[config.mk]
export PLATFORM = sky130hd
export DESIGN_NAME = piece_sequencer_flat
export DESIGN_NICKNAME = d
export VERILOG_FILES = /design/src/rtl/piece_sequencer_pkg.sv /design/src/rtl/piece_sequencer_if.sv /design/src/rtl/piece_sequencer_frame_divider.sv /design/src/rtl/piece_sequencer.sv /design/src/flat_wrapper.sv
export SDC_FILE = /design/constraint.sdc
export NUM_CORES = 1
export LEC_CHECK = 0
export ABC_AREA = 1
export CELL_PAD_IN_SITES_DETAIL_PLACEMENT = 0
export CELL_PAD_IN_SITES_GLOBAL_PLACEMENT = 1
export CORE_MARGIN = 10
export CORE_UTILIZATION = 41
export CTS_CLUSTER_DIAMETER = 120
export CTS_CLUSTER_SIZE = 20
export DETAILED_ROUTE_END_ITERATION = 10
export PLACE_DENSITY = 0.88
export SLEW_MARGIN = 25
export SYNTH_ARGS = -nofsm -noshare
export SYNTH_HDL_FRONTEND = slang
export SYNTH_SLANG_ARGS = --single-unit
[constraint.sdc]
create_clock -name Clk -period 4.43 [get_ports Clk]
set_input_delay 0.6645 -clock Clk [delete_from_list [all_inputs] [get_ports Clk]]
set_output_delay 0.6645 -clock Clk [all_outputs]
set_load 0.02 [all_outputs]
[src/rtl/piece_sequencer_pkg.sv]
// Shared types for the piece sequencer: move-bit indices, state encoding
// and the lateral/rotate arbitration helper.
package piece_sequencer_pkg;

    localparam int unsigned MV_W    = 5;
    localparam int unsigned SPEED_W = 6;
    localparam int unsigned STATE_W = 3;

    localparam int unsigned MV_LEFT  = 4;
    localparam int unsigned MV_RIGHT = 3;
    localparam int unsigned MV_ROTR  = 2;
    localparam int unsigned MV_ROTL  = 1;
    localparam int unsigned MV_DOWN  = 0;

    localparam logic [MV_W-1:0] MV_DOWN_OH = MV_W'(1 << MV_DOWN);

    typedef enum logic [STATE_W-1:0] {
        ST_IDLE      = 3'd0,
        ST_SPAWN     = 3'd1,
        ST_SETTLE    = 3'd2,
        ST_FALL      = 3'd3,
        ST_LOCK      = 3'd4,
        ST_HDROP     = 3'd5,
        ST_GAME_OVER = 3'd6
    } seq_state_e;

    // One-hot winner among lateral/rotate requests; req carries bits [4:1]
    // of the move vector. Priority rotR > rotL > L > R.
    function automatic logic [MV_W-1:0] pick_lateral(input logic [MV_W-2:0] req);
        logic [MV_W-1:0] grant;
        grant = '0;
        if (req[MV_ROTR-1])       grant[MV_ROTR]  = 1'b1;
        else if (req[MV_ROTL-1])  grant[MV_ROTL]  = 1'b1;
        else if (req[MV_LEFT-1])  grant[MV_LEFT]  = 1'b1;
        else if (req[MV_RIGHT-1]) grant[MV_RIGHT] = 1'b1;
        return grant;
    endfunction

endpackage

[src/rtl/piece_sequencer_if.sv]
// Request/command bundle between the input/board side and the sequencer.
interface piece_sequencer_if;
    import piece_sequencer_pkg::*;

    logic               start;
    logic               frame_clk_rising_edge;
    logic [SPEED_W-1:0] level_speed;
    logic [MV_W-1:0]    req_move;
    logic               hard_drop;
    logic               soft_drop;
    logic [MV_W-1:0]    can_move;
    logic               BOARD_BUSY;
    logic [MV_W-1:0]    move_cmd;
    logic               get_new_block;
    logic               game_over;
    logic [STATE_W-1:0] state_dbg;

    modport master (
        output start, frame_clk_rising_edge, level_speed, req_move,
               hard_drop, soft_drop, can_move, BOARD_BUSY,
        input  move_cmd, get_new_block, game_over, state_dbg
    );

    modport slave (
        input  start, frame_clk_rising_edge, level_speed, req_move,
               hard_drop, soft_drop, can_move, BOARD_BUSY,
        output move_cmd, get_new_block, game_over, state_dbg
    );

endinterface

[src/rtl/piece_sequencer_frame_divider.sv]
// Frame-tick counter that flags the tick on which count+1 reaches limit,
// then wraps to zero. Used for both gravity and lock timing.
module piece_sequencer_frame_divider #(
    parameter int unsigned W = 6
) (
    input  logic         Clk,
    input  logic         Reset_n,
    input  logic         clr,
    input  logic         tick,
    input  logic [W-1:0] limit,
    output logic         due_c
);

    logic [W-1:0] count;
    logic [W:0]   next_c;

    // One extra bit so a full-scale limit never wraps the compare.
    assign next_c = {1'b0, count} + (W+1)'(1);
    assign due_c  = tick && (next_c >= {1'b0, limit});

    always_ff @(posedge Clk or negedge Reset_n) begin
        if (!Reset_n) begin
            count <= '0;
        end else if (clr) begin
            count <= '0;
        end else if (tick) begin
            count <= due_c ? '0 : next_c[W-1:0];
        end
    end

endmodule

[src/rtl/piece_sequencer.sv]
// Game-flow controller: arbitrates player moves per frame, runs gravity and
// lock timing, pulses spawn/commit and flags game over.
module piece_sequencer
    import piece_sequencer_pkg::*;
#(
    parameter int unsigned LOCK_FRAMES = 30,
    parameter int unsigned SOFT_DIV    = 2,
    parameter int unsigned SETTLE_CYC  = 2
) (
    input logic             Clk,
    input logic             Reset_n,
    piece_sequencer_if.slave bus
);

    localparam int unsigned LOCK_W   = $clog2(LOCK_FRAMES + 1);
    localparam int unsigned SETTLE_W = (SETTLE_CYC < 1) ? 1 : $clog2(SETTLE_CYC + 1);

    seq_state_e          state;
    logic [MV_W-1:0]     pend_mv;
    logic                pend_hd;
    logic                down_defer;
    logic                hd_phase;
    logic [SETTLE_W-1:0] settle_cnt;
    logic [MV_W-1:0]     move_cmd_r;
    logic                get_new_block_r;
    logic                game_over_r;

    logic                edge_c;
    logic [MV_W-1:0]     eff_mv_c;
    logic                eff_hd_c;
    logic [MV_W-1:0]     lat_oh_c;
    logic                lat_go_c;
    logic [SPEED_W-1:0]  grav_limit_c;
    logic                grav_due_c;
    logic                lock_due_c;
    logic                settled_c;

    // A busy board freezes all frame-driven activity.
    assign edge_c   = bus.frame_clk_rising_edge && !bus.BOARD_BUSY;
    assign eff_mv_c = pend_mv | bus.req_move;
    assign eff_hd_c = pend_hd | bus.hard_drop;
    assign lat_oh_c = pick_lateral(eff_mv_c[MV_W-1:1]);
    assign lat_go_c = |(lat_oh_c & bus.can_move);

    assign grav_limit_c = bus.soft_drop             ? SPEED_W'(SOFT_DIV) :
                          (bus.level_speed == '0)   ? SPEED_W'(1)        :
                                                      bus.level_speed;

    assign settled_c = ((32'(settle_cnt) + 32'd1) >= SETTLE_CYC) && !bus.BOARD_BUSY;

    piece_sequencer_frame_divider #(.W(SPEED_W)) u_grav_div (
        .Clk     (Clk),
        .Reset_n (Reset_n),
        .clr     (state == ST_SPAWN),
        .tick    (edge_c && (state == ST_FALL)),
        .limit   (grav_limit_c),
        .due_c   (grav_due_c)
    );

    piece_sequencer_frame_divider #(.W(LOCK_W)) u_lock_div (
        .Clk     (Clk),
        .Reset_n (Reset_n),
        .clr     (state != ST_LOCK),
        .tick    (edge_c && (state == ST_LOCK)),
        .limit   (LOCK_W'(LOCK_FRAMES)),
        .due_c   (lock_due_c)
    );

    always_ff @(posedge Clk or negedge Reset_n) begin
        if (!Reset_n) begin
            state           <= ST_IDLE;
            pend_mv         <= '0;
            pend_hd         <= 1'b0;
            down_defer      <= 1'b0;
            hd_phase        <= 1'b0;
            settle_cnt      <= '0;
            move_cmd_r      <= '0;
            get_new_block_r <= 1'b0;
            game_over_r     <= 1'b0;
        end else begin
            move_cmd_r      <= '0;
            get_new_block_r <= 1'b0;

            // Requests only accumulate while a piece is live.
            if ((state == ST_FALL) || (state == ST_LOCK)) begin
                pend_mv <= eff_mv_c;
                pend_hd <= eff_hd_c;
                if (edge_c) begin
                    pend_mv <= '0;
                    pend_hd <= 1'b0;
                end
            end else begin
                pend_mv <= '0;
                pend_hd <= 1'b0;
            end

            case (state)
                ST_IDLE: begin
                    if (bus.start) state <= ST_SPAWN;
                end

                ST_SPAWN: begin
                    get_new_block_r <= 1'b1;
                    settle_cnt      <= '0;
                    down_defer      <= 1'b0;
                    state           <= ST_SETTLE;
                end

                ST_SETTLE: begin
                    if (32'(settle_cnt) < SETTLE_CYC) settle_cnt <= settle_cnt + SETTLE_W'(1);
                    if (settled_c) begin
                        if (!bus.can_move[MV_DOWN]) begin
                            game_over_r <= 1'b1;
                            state       <= ST_GAME_OVER;
                        end else begin
                            state <= ST_FALL;
                        end
                    end
                end

                ST_FALL: begin
                    if (edge_c) begin
                        if (eff_hd_c) begin
                            hd_phase   <= 1'b0;
                            down_defer <= 1'b0;
                            state      <= ST_HDROP;
                        end else begin
                            if (lat_go_c) move_cmd_r <= lat_oh_c;
                            // A gravity step colliding with a lateral move slips one cycle.
                            if (grav_due_c || eff_mv_c[MV_DOWN]) begin
                                if (lat_go_c) begin
                                    down_defer <= 1'b1;
                                end else if (bus.can_move[MV_DOWN]) begin
                                    move_cmd_r <= MV_DOWN_OH;
                                end else begin
                                    state <= ST_LOCK;
                                end
                            end
                        end
                    end else if (down_defer && !bus.BOARD_BUSY) begin
                        down_defer <= 1'b0;
                        if (bus.can_move[MV_DOWN]) move_cmd_r <= MV_DOWN_OH;
                        else                       state      <= ST_LOCK;
                    end
                end

                ST_LOCK: begin
                    if (edge_c) begin
                        if (eff_hd_c) begin
                            state <= ST_SPAWN;
                        end else begin
                            if (lat_go_c) move_cmd_r <= lat_oh_c;
                            if (bus.can_move[MV_DOWN]) state <= ST_FALL;
                            else if (lock_due_c)       state <= ST_SPAWN;
                        end
                    end
                end

                ST_HDROP: begin
                    // Even phase checks the floor, odd phase lets can_move catch up.
                    hd_phase <= ~hd_phase;
                    if (!hd_phase) begin
                        if (bus.can_move[MV_DOWN]) move_cmd_r <= MV_DOWN_OH;
                        else                       state      <= ST_SPAWN;
                    end
                end

                ST_GAME_OVER: begin
                    if (bus.start) begin
                        game_over_r <= 1'b0;
                        state       <= ST_SPAWN;
                    end
                end

                default: state <= ST_IDLE;
            endcase
        end
    end

    assign bus.move_cmd      = move_cmd_r;
    assign bus.get_new_block = get_new_block_r;
    assign bus.game_over     = game_over_r;
    assign bus.state_dbg     = state;

endmodule

[src/flat_wrapper.sv]
// flat-port wrapper written by rule: the top's interface ports become plain ports
module piece_sequencer_flat import piece_sequencer_pkg::*;
#(
    parameter int unsigned LOCK_FRAMES = 30,
    parameter int unsigned SOFT_DIV    = 2,
    parameter int unsigned SETTLE_CYC  = 2
)
  (Clk, Reset_n, bus_start, bus_frame_clk_rising_edge, bus_level_speed, bus_req_move, bus_hard_drop, bus_soft_drop, bus_can_move, bus_BOARD_BUSY, bus_move_cmd, bus_get_new_block, bus_game_over, bus_state_dbg);
  piece_sequencer_if bus_i ();
  input logic Clk;
  input logic Reset_n;
  input wire logic [$bits(bus_i.start)-1:0] bus_start;
  input wire logic [$bits(bus_i.frame_clk_rising_edge)-1:0] bus_frame_clk_rising_edge;
  input wire logic [$bits(bus_i.level_speed)-1:0] bus_level_speed;
  input wire logic [$bits(bus_i.req_move)-1:0] bus_req_move;
  input wire logic [$bits(bus_i.hard_drop)-1:0] bus_hard_drop;
  input wire logic [$bits(bus_i.soft_drop)-1:0] bus_soft_drop;
  input wire logic [$bits(bus_i.can_move)-1:0] bus_can_move;
  input wire logic [$bits(bus_i.BOARD_BUSY)-1:0] bus_BOARD_BUSY;
  output wire logic [$bits(bus_i.move_cmd)-1:0] bus_move_cmd;
  output wire logic [$bits(bus_i.get_new_block)-1:0] bus_get_new_block;
  output wire logic [$bits(bus_i.game_over)-1:0] bus_game_over;
  output wire logic [$bits(bus_i.state_dbg)-1:0] bus_state_dbg;
  assign bus_i.start = bus_start;
  assign bus_i.frame_clk_rising_edge = bus_frame_clk_rising_edge;
  assign bus_i.level_speed = bus_level_speed;
  assign bus_i.req_move = bus_req_move;
  assign bus_i.hard_drop = bus_hard_drop;
  assign bus_i.soft_drop = bus_soft_drop;
  assign bus_i.can_move = bus_can_move;
  assign bus_i.BOARD_BUSY = bus_BOARD_BUSY;
  assign bus_move_cmd = bus_i.move_cmd;
  assign bus_get_new_block = bus_i.get_new_block;
  assign bus_game_over = bus_i.game_over;
  assign bus_state_dbg = bus_i.state_dbg;
  piece_sequencer #(.LOCK_FRAMES(LOCK_FRAMES), .SOFT_DIV(SOFT_DIV), .SETTLE_CYC(SETTLE_CYC)) u_core (.Clk(Clk), .Reset_n(Reset_n), .bus(bus_i));
endmodule
==> results.txt <==
----------------------------------------------------
[Run status]
  Outcome ... complete, no violations

[Place]
  Setup slack at placement ... 1784 ps
  Number of input and output port buffers inserted ... 32
  Half-perimeter wire length after placement ... 3268 um
  Final estimated routing congestion in global placement ... 0.7714

[Job]
  Max-cap viol count ... 0

[Timing]
  Final clock period utilization by the worst path ... 0.5279
  Crit path time final ... 2339 ps
  RSZ-0062 raised after global routing ... false
  Final setup vio count ... 0
  Clock Skews ... 4.535 ps
  Upper clock frequency limit ... 427.6 MHz
  PnR worst setup slack ... 2091 ps
  Worst-Margin Slew ... 399.0 ps
  Max-slew violation total from the final report ... 0
  Setup TNS ... 0 ps
  Final hold violation count ... 0
  Worst relative slew slack ... 0.7340

[Floorplanning]
  Top-level port count ... 33
  Die Ht ... 88.38 um
  Die X-Extent ... 88.38 um
  Placeable core area ... 0.004444 mm2
  Starting density of the core ... 0.4313
  Standard-cell rows ... 24
  Die outline area ... 0.007810 mm2

[Clock network]
  CTS H-Tree Depth ... 2
  Total clock buffers created by CTS ... 5
  TritonCTS clock tree ... yes
  Sinks on Clock Net ... 31
  Clock latency of the later-clocked register in the worst-skew pair ... 280 ps
  Number of setup buffers added after CTS ... 0
  Cts-stage hold buffer count ... 0
  Root Buffer Master ... sky130_fd_sc_hd__clkbuf_8
  Bufs on Longest Clock Path ... 2
  Clock transition at path regs ... 70 ps
  Number of cells upsized or downsized after cts ... 0

[Global routing]
  Global-route wire length before repair ... 7417 um
  Global route overflow ... 0
  Vias in the first global route ... 1647
  Maximum number of pins on one net before global-route repair ... 32
  Antenna violations before repair ... 0
  Global Route Usage Sum ... 0.1184

[Synthesis]
  Post-Synth XOR/XNOR Area ... 0.02285
  Number of instances in the synthesized netlist ... 252
  Net Count, Synth ... 285
  Mean instance size in the synthesized netlist ... 7.607 um2
  Count of distinct cell types in the synthesized netlist ... 31
  Post-synthesis share of cell area spent on and, or, nand and nor gates ... 0.3427
  Dominant cells by area after synthesis ... sky130_fd_sc_hd__dfrtp_1, sky130_fd_sc_hd__nand2_1, sky130_fd_sc_hd__ha_1
  Sequential-to-total area share from yosys stat ... 0.4047
  Mapped Area ... 0.001917 mm2
  Post-synthesis compound-gate area fraction ... 0.07963
  Largest area contributor in the netlist ... sky130_fd_sc_hd__dfrtp_1
  Flop and latch count out of synthesis ... 31
  Count of yosys warnings during synthesis ... 0
  Adder-Cell Fraction of Synth Area ... 0.06527
  Yosys top cell area share ... 0.4047
  Combinational family with the most area after synthesis ... simple AND/OR/NAND/NOR gates
  Portion of netlist area occupied by mux cells ... 0

[Routing]
  Count of unresolved DRC violations after routing ... 0
  Antenna-violating nets left ... 0
  Initial DRT Pass Iterations ... 4
  Final wirelength ... 4220 um
  Routed via count divided by cell count ... 5.000
  Mean routed wirelength per cell ... 12.30 um
  Drt initial violations ... 48
  Vias after detailed routing ... 1715

[Setup path]
  Highest-delay cell along the critical path ... sky130_fd_sc_hd__clkdlybuf4s50_1
  Cell count of the worst reg-to-reg path ... 13
  Cell breakdown of the critical path ... clkdlybuf4s50_1 > nor3_1 > nand2_1 > a21oi_1 > ha_1 > inv_1 > nand2_1 > nand2_1 > nand2_1 > nand2_1 > nand2_1 > nand2_1 > nand2_1 > nand2_2 > nand3_2 > nand3_1 > nand2_1 > o21ai_1
  Startpoint of the worst setup timing path ... bus_level_speed[2]
  CP Max Fanout ... 6
  Register-to-register setup slack ... 2170 ps
  Critical path data arrival time ... 2550 ps
  Critical Path Max Stage Delay ... 410 ps
  Endpoint of the worst register-to-register path ... u_core.down_defer
  Crit Path Class ... input port to flip-flop
  Critical Path End ... u_core.down_defer
  Nature of the critical path endpoint ... flip-flop
  Most used cell, CP ... sky130_fd_sc_hd__nand2_1
  CP Data Required Time ... 4640 ps
  Worst setup SP type ... input port
  Source of the worst register-to-register timing path ... u_core.u_grav_div.count[0]

[Power and ir drop]
  Pwr per Cell Area ... 462.2 mW/mm2
  Fraction of power consumed by sequential logic ... 0.350
  Internal Dissipation ... 0.6836 mW
  Part of the power in the clock network ... 0.259
  Largest voltage drop on the vdd net ... 0.3243 mV
  Switching share of power ... 0.3869
  Combinational fraction of design power ... 0.392
  Power spent charging and discharging nets ... 0.4314 mW
  Leakage power total ... 1.188 nW
  Total chip power ... 1.115 mW

[Layout]
  Sequential cell area in the final layout ... 775.7 um2
  Final Net Count ... 323
  Antenna fix cells ... 0
  Core utilization of the finished layout ... 0.5428
  Most common cell after layout, fill and taps aside ... sky130_fd_sc_hd__nand2_1
  Fraction of final layout cells sized beyond drive strength 1 ... 0.1134
  Footprint of the multi-input gates ... 978.4 um2
  Area grow syn2layout ... 25.85%
  Highest-count cells in the layout ignoring fill and taps ... sky130_fd_sc_hd__nand2_1, sky130_fd_sc_hd__inv_1, sky130_fd_sc_hd__clkdlybuf4s50_1
  Number of filler instances in the final layout ... 456

[Hold path]
  Hold WC Path Type ... flip-flop to flip-flop

----------------------------------------------------
## worst max-delay path, delay by kind of cell
kind	cells	cell delay, ps
adder cells (fa/ha/maj)	1	240
buffers and inverters	2	460
AO/OA/AOI/OAI	2	180
AND/OR/NAND/NOR	13	990
## cell type report
class                   count  share of cell area
well taps                  52             0.02697
inverters                  39             0.06120
clock inverters             2             0.01452
flip-flops and latches     31              0.3216
multi-input cells         180              0.4056
clock buffers               6             0.03423
repair buffers             33              0.1359
## registers in the layout, summed over array words and instances, names as in the netlist
signal and flops:
u_core.bus.game_over 1, u_core.bus.get_new_block 1, u_core.bus.move_cmd 5, u_core.bus.state_dbg 3, u_core.down_defer 1, u_core.hd_phase 1, u_core.pend_hd 1, u_core.pend_mv 5
u_core.settle_cnt 2, u_core.u_grav_div.count 6, u_core.u_lock_div.count 5
## metrics by stage
stage                     hold WS, ps  instance area (um2)  cells
final                           499.2                 2412    343
after global routing            513.3                 2412    343
after CTS                       499.9                 2412    343
after detailed placement        484.5                 2295    335
after global placement          480.9                 2295    335
after floorplan                 368.9                 1917    252
## how the worst min path moves through the flow
stage / startpoint / endpoint / slack, ps / cells past startpoint
after floorplan: Reset_n / u_core.bus.game_over / 370 / 0
after global placement: u_core.pend_mv[3] / u_core.pend_mv[3] / 480 / 2
after detailed placement: u_core.pend_mv[3] / u_core.pend_mv[3] / 480 / 2
after CTS: u_core.pend_mv[3] / u_core.pend_mv[3] / 500 / 2
after global routing: u_core.pend_mv[3] / u_core.pend_mv[3] / 510 / 2
final: u_core.pend_mv[3] / u_core.pend_mv[3] / 500 / 2
## metal layers
layer	global-route usage	wire length, um	vias up
met1	0.1515	1996	777
met3	0.04504	279	2
met5	0	0	-
met2	0.1755	1902	39
li1	-	-	897
met4	0.04699	42	0
## cell families (layout without fill, tap and decap cells)
kind of cell             Yosys count  after routing
AND/OR/NAND/NOR                  140            140
adder cells (fa/ha/maj)           10             10
AO/OA/AOI/OAI                     25             25
XOR/XNOR                           5              5
buffers and inverters             41             80
flip-flops                        31             31
## Yosys cell counts, drive strengths merged
cell type and number:
buf 1, nor3 7, nand3b 1, a21oi 6
nand2 66, dfrtp 31, clkinv 1, o2111ai 1
or2 2, ha 10, o21ai 11, a32oi 1
o22ai 5, nor4 1, nor2 31, clkbuf 1
nand3 25, nand4 6, xor2 5, o31ai 1
and3 1, inv 38
## power by group through the flow
stage                     clock, mW  sequential [mW]  combinational [mW]
after floorplan                   0            0.398               0.305
after global placement            0            0.395               0.437
after detailed placement          0            0.395               0.440
after CTS                     0.297            0.390               0.443
after global routing          0.311            0.400               0.506
final                         0.289            0.390               0.437
Note: power is estimated with default switching activity, not from simulation.
